File: config.mk
export PLATFORM = sky130hd
export DESIGN_NAME = evo_circuit_evaluator
export DESIGN_NICKNAME = d
export VERILOG_FILES = /design/src/rtl/evo_circuit_evaluator.sv
export SDC_FILE = /design/constraint.sdc
export NUM_CORES = 1
export LEC_CHECK = 0
export CAP_MARGIN = 0
export CORE_AREA = 3 3 124 114
export CTS_CLUSTER_SIZE = 40
export DETAILED_ROUTE_END_ITERATION = 8
export DIE_AREA = 0 0 127 117
export HOLD_SLACK_MARGIN = 0.08
export PLACE_DENSITY = 0.74
export SETUP_SLACK_MARGIN = 0.3
export SLEW_MARGIN = 20
export SYNTH_ARGS = -nofsm -noshare
export SYNTH_HDL_FRONTEND = slang
export SYNTH_SLANG_ARGS = --single-unit
File: constraint.sdc
create_clock -name clk -period 4.26 [get_ports clk]
set_clock_uncertainty 0.2 [all_clocks]
set_input_delay 0.639 -clock clk [delete_from_list [all_inputs] [get_ports clk]]
set_output_delay 0.639 -clock clk [all_outputs]
set_load 0.01 [all_outputs]
File: src/rtl/evo_circuit_evaluator.sv
// Reconfigurable gate-array evaluator: serial genome, registered gates, exhaustive input sweep and scoring.
// Optional OSC_DETECT_EN: flags vectors whose output moves between the last settle cycle and sample.
module evo_gate (
  input  logic [2:0] func,
  input  logic       a,
  input  logic       b,
  output logic       y
);
  always_comb begin
    y = a;
    case (func)
      3'd0: y = a & b;
      3'd1: y = a | b;
      3'd2: y = ~(a & b);
      3'd3: y = ~(a | b);
      3'd4: y = a ^ b;
      3'd5: y = ~(a ^ b);
      3'd6: y = ~a;
      default: y = a;
    endcase
  end
endmodule

module evo_circuit_evaluator #(
  parameter int NUM_INPUTS    = 4,
  parameter int NUM_GATES     = 7,
  parameter int SETTLE_CYCLES = 4,
  localparam int SEL_W    = $clog2(NUM_INPUTS + NUM_GATES),
  localparam int GENE_W   = 3 + 2 * SEL_W,
  localparam int GENOME_W = NUM_GATES * GENE_W + SEL_W,
  localparam int TT_W     = 2 ** NUM_INPUTS
) (
  input  logic                  clk,
  input  logic                  rst_n,
  input  logic                  cfg_bit,
  input  logic                  cfg_valid,
  output logic                  cfg_ready,
  input  logic                  start,
  input  logic [TT_W-1:0]       target,
  output logic                  busy,
  output logic                  done,
  output logic [NUM_INPUTS:0]   fitness,
  output logic [TT_W-1:0]       truth_table,
  output logic [NUM_INPUTS:0]   unstable_cnt
);
  localparam int NSRC = 2 ** SEL_W;
  localparam int SCW  = $clog2(SETTLE_CYCLES + 1);

  typedef enum logic [2:0] {IDLE, APPLY, SETTLE, SAMPLE, DONE} state_t;
  state_t state;

  logic [GENOME_W-1:0]   genome;
  logic [NUM_GATES-1:0]  w, w_nxt;
  logic [NUM_INPUTS-1:0] vec;
  logic [SCW-1:0]        scnt;
  logic [NSRC-1:0]       srcv;
  logic                  out, stable, score;

  // Source space: inputs, then gate flops, then constant zero for out-of-range selects.
  always_comb begin
    srcv = '0;
    srcv[NUM_INPUTS-1:0] = vec;
    srcv[NUM_INPUTS +: NUM_GATES] = w;
  end

  for (genvar gi = 0; gi < NUM_GATES; gi++) begin : g_gate
    logic [GENE_W-1:0] gene;
    assign gene = genome[gi*GENE_W +: GENE_W];
    evo_gate u_gate (
      .func (gene[GENE_W-1 -: 3]),
      .a    (srcv[gene[2*SEL_W-1 -: SEL_W]]),
      .b    (srcv[gene[SEL_W-1:0]]),
      .y    (w_nxt[gi])
    );
  end

  assign out = srcv[genome[GENOME_W-1 -: SEL_W]];

`ifdef OSC_DETECT_EN
  logic                prev_out;
  logic [NUM_INPUTS:0] unst_q;
  assign stable       = (out == prev_out);
  assign unstable_cnt = unst_q;
  always_ff @(posedge clk) begin
    if (!rst_n) begin
      prev_out <= 1'b0;
      unst_q   <= '0;
    end else begin
      prev_out <= out;
      if (state == IDLE && start && !cfg_valid) unst_q <= '0;
      else if (state == SAMPLE && !stable)      unst_q <= unst_q + 1'b1;
    end
  end
`else
  assign stable       = 1'b1;
  assign unstable_cnt = '0;
`endif

  assign score = stable && (out == target[vec]);

  always_ff @(posedge clk) begin
    if (!rst_n) begin
      state       <= IDLE;
      genome      <= '0;
      w           <= '0;
      vec         <= '0;
      scnt        <= '0;
      fitness     <= '0;
      truth_table <= '0;
      busy        <= 1'b0;
      done        <= 1'b0;
      cfg_ready   <= 1'b1;
    end else begin
      done <= 1'b0;
      if (state != IDLE) w <= w_nxt;
      case (state)
        IDLE: begin
          if (cfg_valid) begin
            genome <= {cfg_bit, genome[GENOME_W-1:1]};
          end else if (start) begin
            w           <= '0;
            vec         <= '0;
            fitness     <= '0;
            truth_table <= '0;
            busy        <= 1'b1;
            cfg_ready   <= 1'b0;
            state       <= APPLY;
          end
        end
        APPLY: begin
          scnt  <= '0;
          state <= SETTLE;
        end
        SETTLE: begin
          if (scnt == SCW'(SETTLE_CYCLES - 1)) state <= SAMPLE;
          else scnt <= scnt + 1'b1;
        end
        SAMPLE: begin
          truth_table[vec] <= out;
          if (score) fitness <= fitness + 1'b1;
          if (&vec) begin
            state <= DONE;
          end else begin
            vec   <= vec + 1'b1;
            state <= APPLY;
          end
        end
        DONE: begin
          done      <= 1'b1;
          busy      <= 1'b0;
          cfg_ready <= 1'b1;
          state     <= IDLE;
        end
        default: state <= IDLE;
      endcase
    end
  end
endmodule
* Word-level counts from Yosys, hierarchy flattened
Cells that the tools add are included.
** Word-level totals
- Register bits after elaboration :: 122
- Input bits :: 21
- Output and inout port bits :: 29
- Word-level logic and storage cells :: 225
** Operators by class
- $add $sub $neg :: 3
- Order comparisons :: 17
- Equal/unequal tests :: 54
- Mux-type cells :: 71
- Bitwise gates (word level) :: 49
- Reductions and logical operators :: 21
** Operator list (number)
- $lt 4x5->1 const B :: 16
- $eq 3x3->1 const B :: 22
- $bmux 1 s4 :: 16
- $eq 3x2->1 const B :: 17
- $pmux 1 s7 :: 7
- $mux 16 :: 2
- $pmux 16 s2 :: 1
- $mux 7 :: 4
- $not 1->1 :: 28
- $eq 3x1->1 const B :: 8
- $logic_not 3->1 :: 8
- $mux 1 :: 22
- $bwmux 16 :: 1
- $mux 3 :: 5
- $mux 5 :: 3
- $mux 4 :: 3
- $ne 2x2->1 const B :: 6
- $pmux 3 s4 :: 1
- $reduce_and 4->1 :: 3
- $pmux 5 s2 :: 1
- $reduce_and 3->1 :: 3
- $pmux 4 s2 :: 1
- $and 1x1->1 :: 7
- $or 1x1->1 :: 7
- 13 further kinds :: 23

* Depth between registers and ports, before layout
Gate-level depths: netlist of run 1.
- Depth in word-level cells :: 9
- Gate-level depth with buffers :: 13
- Gate-level depth less buffers :: 12

* Hierarchy
From an unflattened synthesis of run 1, not the netlist that was laid out.
** Second synthesis, totals
- Cells, all modules :: 827
- Area, all modules :: 7160.6 µm²
** Modules (own cells, without submodules)
- evo_circuit_evaluator :: instances 1, cells an instance 715, area each 6372.4 µm², seq. area each 2442.3 µm²
- evo_gate :: instances 7, cells an instance 16, area each 112.6 µm², seq. area each 0.0 µm²

* Worst setup path before layout of run 1
Ideal clock, no wire load.
- Path type :: reg-to-reg
- Start point :: reg vec[1]
- End point :: reg w[4]
- Library setup time :: 0.117 ns
- Arrival time :: 2.345 ns
- Required time :: 3.943 ns
- Path slack :: 1.597 ns
- Stages on the path, launching flop included :: 11
- Path buffers :: 1
- Period minus slack after synthesis :: 2.663 ns
- Cell sequence :: dfxtp_1 -> clkbuf_1 -> mux2i_1 -> mux4_2 -> o21ai_1 -> inv_1 -> ha_1 -> xor2_1 -> o21ai_0 -> o21ai_0 -> a32o_1
** On the way
- Word-level cells in the longest chain between the ends :: 9
- Elaborated cells on any way between the ends :: 16
- Classes of those cells :: mux: 9; bitwise: 7
** Ends and longest elaborated chain
- start: declaration :: line 54 : logic [NUM_INPUTS-1:0] vec;
- start signal: assignment :: line 144 : vec <= vec + 1'b1;
- $bmux 1 s4, on equally long branches :: line 71, 72
- $mux 1, on equally long branches :: line 71, 72
- $xor 1x1->1 (tied with other cells) :: line 16, 17
- $not 1->1, on equally long branches :: line 17, 14, 15
- $pmux 1 s7 * :: line 11 : case (func)
- $mux 7 * :: line 115 : if (state != IDLE) w <= w_nxt;
- $mux 7 :: line 120 : end else if (start) begin
- $mux 7 :: line 118 : if (cfg_valid) begin
- $mux 7 * :: line 116 : case (state)
- end signal: assignment :: line 115
- end: declaration :: line 53 : logic [NUM_GATES-1:0] w, w_nxt;
Every way passes the cells marked *; elsewhere a longest branch is shown, timed or not. The select of a mux whose other input is x is not followed.
A chain may end at the register's enable or synchronous reset.

* Worst setup path in the final report of run 1
- Start point :: reg vec[0]
- End point :: reg w[4]
The elaborated chain is that of the path after synthesis.

==> flow_summary.ini, run 1 <==
[critical_path]
path_max_fanout = 19
startpoint_type = flip-flop
r2r-end = w[4]
regToRegStartpoint = vec[0]
crit_type = reg -> reg
reg2reg_depth = 9
critPathRequiredTime_ps = 4360
endpoint_kind = flip-flop
arrival_ps = 3300
r2r_slack_ps = 1060

[place]
portBuffers = 44
place_hpwl_mm = 11.2
placed_area_um2 = 7580
gp_congestion = 0.807

[logic_synthesis]
ys.flop_type = dfxtp_1
ys_async_sr_fraction = 0
syn_avg_cell_area_um2 = 8.55
ys_seq_elements = 122
synth_cells = 827
yosysTopAreaCell = dfxtp_1
synth_enable_flop_cells = 0
synth.distinct_cells = 55
ys_warn_count = 0
ys_seq_area_frac = 0.345
synth_top_cell_area_share = 0.345
syn_area_um2 = 7070
synthTopCellsByArea = dfxtp_1 (35%), nand2_1 (11%), mux4_2 (9.9%)
yosysMostFrequentCell = nand2_1
synth_common_cells = nand2_1 (199), dfxtp_1 (122), clkbuf_1 (57), a21oi_1 (56), a21boi_0 (52)

[cts]
post_cts_resize_count = 0
cts_buffers = 17
cts.sinks = 122
cts_setup_buffers = 0
path_clk_slew_ps = 60
postCtsHoldBufs = 0
cts_max_level = 4
cts_tree = built
insertion_delay_ps = 420
clockBufferDepth = 2
root_buffer = clkbuf_16

[final_layout]
area_growth_syn_to_layout_pct = 15.0
seq_area_um2 = 2440
drive_gt1_frac = 0.0994
diodes = 0
finalNetCount = 884
stdcell_area_um2 = 8140
multiInputGateArea_um2 = 4300
filler_cell_count = 1051

[timing]
slew_headroom = 0.411
rsz0062_at_grt = false
hold_viol_final = 0
min_period_over_period = 0.751
setup_tns_ps = 0
layout_min_cycle_time_ps = 3200
finalSetupViolCount = 0
report.final.slew_viol_count = 0
fmax_mhz = 312
max_slew.worst_pin.slew_ps = 882

[global_route]
track_usage = 0.238
grt_pass1_vias = 5752
antenna_found_initial = 0
grt_max_degree = 49
overflow = 0
grt_pass1_wl_mm = 28.3

[route]
wirelength_mm = 17.3
num_vias = 6061
wl_per_cell_um = 17.0
viasPerCell = 5.95
firstDrtPassIters = 5
drcViolationCount = 0
antenna_left = 0
drt_iter0_markers = 458

[worst_hold_path]
hold_start = busy
worst_hold_path.num_cells = 2
min_path_type = reg -> reg
min_to = busy

[floorplanning]
die_h_um = 117
dieWidth_um = 127
start_util = 0.553
coreArea_um2 = 12800
rows = 39
num_io_pins = 50
dieArea_um2 = 14900

[power_and_ir_drop]
leakagePower_uw = 0.00275
irDropWorstVdd_uv = 301
power_density_nw_per_um2 = 331

[status]
status = complete, no violations

[run]
drv_cap = 0
==> per-layer routing <==
layer  GRT usage  wire, um  up-vias
met4      0.0836       334        0
met2       0.396      8380      225
met1       0.303      7360     2894
met3      0.0594      1250       36
met5           0         0        -
li1            -         -     2906
==> cell usage in the layout, fill, tap and decap left out, drive strengths merged, types with 25 or more instances in the layout <==
cell             n
a21boi          52
a21oi           56
clkbuf          25
clkdlybuf4s50   44
dfxtp          122
mux2i           36
mux4            34
nand2          199
nand3b          28
nor2            43
o21ai           40
==> kinds of logic after synthesis <==
family,share of synthesized area
buffers and inverters,0.0501
adder cells (fa/ha/maj),0.0371
XOR/XNOR,0.0212
multiplexers,0.165
AND/OR/NAND/NOR,0.200
other,0.000530
flip-flops,0.345
AO/OA/AOI/OAI,0.181
==> state kept, by name (all words and copies together) (netlist names) <==
name / flops
busy: 1
cfg_ready: 1
done: 1
fitness: 5
genome: 81
scnt: 3
state: 3
truth_table: 16
vec: 4
w: 7
==> per-stage QoR <==
step                hold WS [ps]   util  setup WS (ps)  power (uW)  std cells
floorplan                    258      -           1600        1290        831
global placement             236  0.593           1130        1340        987
detailed placement           240  0.593           1050        1340        987
CTS                          250  0.637           1120        2700       1019
global route                 283  0.637            857        2770       1019
finish                       245  0.637           1060        2690       1019
==> worst max path at each step <==
stage,start,end,slack (ps),cells past startpoint
after floorplan,vec[1],w[4],1600,10
after global placement,cfg_valid,fitness[4],1130,6
after detailed placement,cfg_valid,fitness[3],1050,6
after CTS,vec[0],w[4],1120,9
after global routing,vec[0],w[0],860,9
final,vec[0],w[4],1060,9
==> report_power, final <==
part	leakage, uW	switching, uW	internal [uW]	total (uW)
clock network	0.000273	510	859	1370
registers	0.000983	8.52	1150	1160
logic	0.00149	109	56.7	166
total	0.00275	627	2060	2690
==> worst max-delay path, cell delays in order (launching register included) <==
cell and delay [ps]:
dfxtp_1 890, mux2i_1 200, mux4_2 500, o21ai_1 260, inv_1 80, ha_1 310, xor2_1 150, o21ai_0 140
o21ai_0 110, a32o_1 250
==> cell type report <==
class | count | share of cell area
Multi-Input combinational cell | 622 | 0.528
Sequential cell | 122 | 0.300
Timing Repair Buffer | 57 | 0.0677
Clock buffer | 25 | 0.0609
Tap cell | 164 | 0.0252
Inverter | 22 | 0.0101
Clock inverter | 7 | 0.00800
Power figures use the tool's default switching activity.
==> run 2, diff against run 1 <==
==> constraint.sdc (replaced) <==
create_clock -name clk -period 3.2 [get_ports clk]
set_clock_uncertainty 0.2 [all_clocks]
set_input_delay 0.48 -clock clk [delete_from_list [all_inputs] [get_ports clk]]
set_output_delay 0.48 -clock clk [all_outputs]
set_load 0.01 [all_outputs]
==> run 2 against run 1 <==
  * Flip-flop and latch count stayed put
  * Via count up 2.8%
  * Global-route usage rose by 2.4 points
  * Maximum frequency increased by 16%
  * Largest cell class unchanged
  * Critical path type unchanged
==> flow_summary.ini, run 2 (synthesized netlist as in run 1, its figures left out) <==
[final_layout]
drive_gt1_frac = 0.132
layout_common_cells = nand2_1 (198), dfxtp_1 (115), a21oi_1 (56)
largest_register_ffs = 81
filler_cell_count = 1007
diodes = 0
finalNetCount = 901
area_growth_syn_to_layout_pct = 18.2
top_register = genome
multiInputGateArea_um2 = 4310
final_common_cell = nand2_1
seq_area_um2 = 2450
reg_top3 = genome (81), truth_table (16), w (7)
stdcell_area_um2 = 8360

[floorplanning]
die_h_um = 117
start_util = 0.553
num_io_pins = 50
coreArea_um2 = 12800
dieArea_um2 = 14900
dieWidth_um = 127
rows = 39

[worst_hold_path]
min_to = busy
worst_hold_path.num_cells = 2
hold_start = busy
min_path_type = reg -> reg

[route]
antenna_left = 0
drcViolationCount = 0
wirelength_mm = 18.6
viasPerCell = 6.02
wl_per_cell_um = 18.0
num_vias = 6232
firstDrtPassIters = 5
drt_iter0_markers = 429

[global_route]
antenna_found_initial = 0
grt_pass1_wl_mm = 30.9
overflow = 0
grt_pass1_vias = 6155
track_usage = 0.261
grt_max_degree = 49

[place]
gp_congestion = 0.817
place_hpwl_mm = 12.3
placed_area_um2 = 7700
portBuffers = 44

[timing]
report.final.slew_viol_count = 0
rsz0062_at_grt = true
slew_headroom = 0.605
finalSetupViolCount = 0
layout_min_cycle_time_ps = 2770
hold_viol_final = 0
min_period_over_period = 0.865
max_slew.worst_pin.slew_ps = 589
setup_tns_ps = 0
fmax_mhz = 361

[critical_path]
r2r_slack_ps = 430
arrival_ps = 2890
r2r-end = w[4]
critPathRequiredTime_ps = 3330
startpoint_type = flip-flop
regToRegStartpoint = vec[2]
endpoint_kind = flip-flop
crit_type = reg -> reg
reg2reg_depth = 9
path_max_fanout = 13

[cts]
postCtsHoldBufs = 0
cts_tree = built
cts.sinks = 122
cts_max_level = 4
cts_setup_buffers = 0
cts_buffers = 17
path_clk_slew_ps = 60
root_buffer = clkbuf_16
clockBufferDepth = 2
insertion_delay_ps = 440

[power_and_ir_drop]
power_density_nw_per_um2 = 462
irDropWorstVdd_uv = 381
leakagePower_uw = 0.00288

[status]
status = complete, no violations

[run]
drv_cap = 0
==> run 2: changes by cell type in the layout (fill, tap and decap cells not counted), sizes merged <==
cell / delta
buf: +17
clkinv: -1
inv: +3
bufinv: +3
clkinvlp: +1
clkbuf: -6
==> run 2: per-stage QoR <==
stage | worst slack [ps] | hold WS, ps | util | power, uW | instances
finish | 432 | 250 | 0.654 | 3870 | 1036
global placement | 291 | 231 | 0.603 | 1790 | 1004
detailed placement | 137 | 244 | 0.603 | 1800 | 1004
CTS | 303 | 252 | 0.653 | 3870 | 1036
floorplan | 537 | 258 | - | 1710 | 831
global route | 275 | 275 | 0.654 | 3970 | 1036
==> run 2: where the power goes <==
group	internal, uW	total (uW)	switching, uW	leakage (uW)
sequential	1530	1540	12.1	0.000987
clock	1330	2100	767	0.000301
combinational	80.7	231	151	0.00159
total	2940	3870	930	0.00288
==> run 2: how the worst max path moves through the flow <==
stage / start / end / slack, ps / depth (start not counted)
floorplan: vec[1] / w[4] / 540 / 10
global placement: vec[3] / w[0] / 290 / 9
detailed placement: vec[3] / w[4] / 140 / 9
CTS: w[4] / w[4] / 300 / 9
global route: vec[1] / w[4] / 280 / 10
finish: vec[2] / w[4] / 430 / 9
==> run 2: what timing repair did <==
action,CTS,global route
resized for setup,5,6
cloned,0,0
endpoints found under the setup margin,3,6
==> run 2: final cells by class <==
cell class | instances | share of cell area
multi-input cells | 622 | 0.515
clock inverters | 13 | 0.0229
flip-flops and latches | 122 | 0.293
repair buffers | 74 | 0.0811
well taps | 164 | 0.0245
clock buffers | 19 | 0.0530
inverters | 22 | 0.00988
==> run 2: critical path, cell delays in order, from the launching register on <==
cell,delay (ps)
dfxtp_2,520
mux2i_1,140
mux4_2,480
o21ai_2,190
inv_1,60
ha_1,310
xor2_1,160
o21ai_0,170
o21ai_0,150
a32o_1,270
==> run 2: routing by layer <==
layer,wire [um],vias up,track usage
li1,-,2947,-
met1,8120,3061,0.323
met2,8960,178,0.434
met3,985,46,0.0631
met4,570,0,0.127
met5,0,-,0
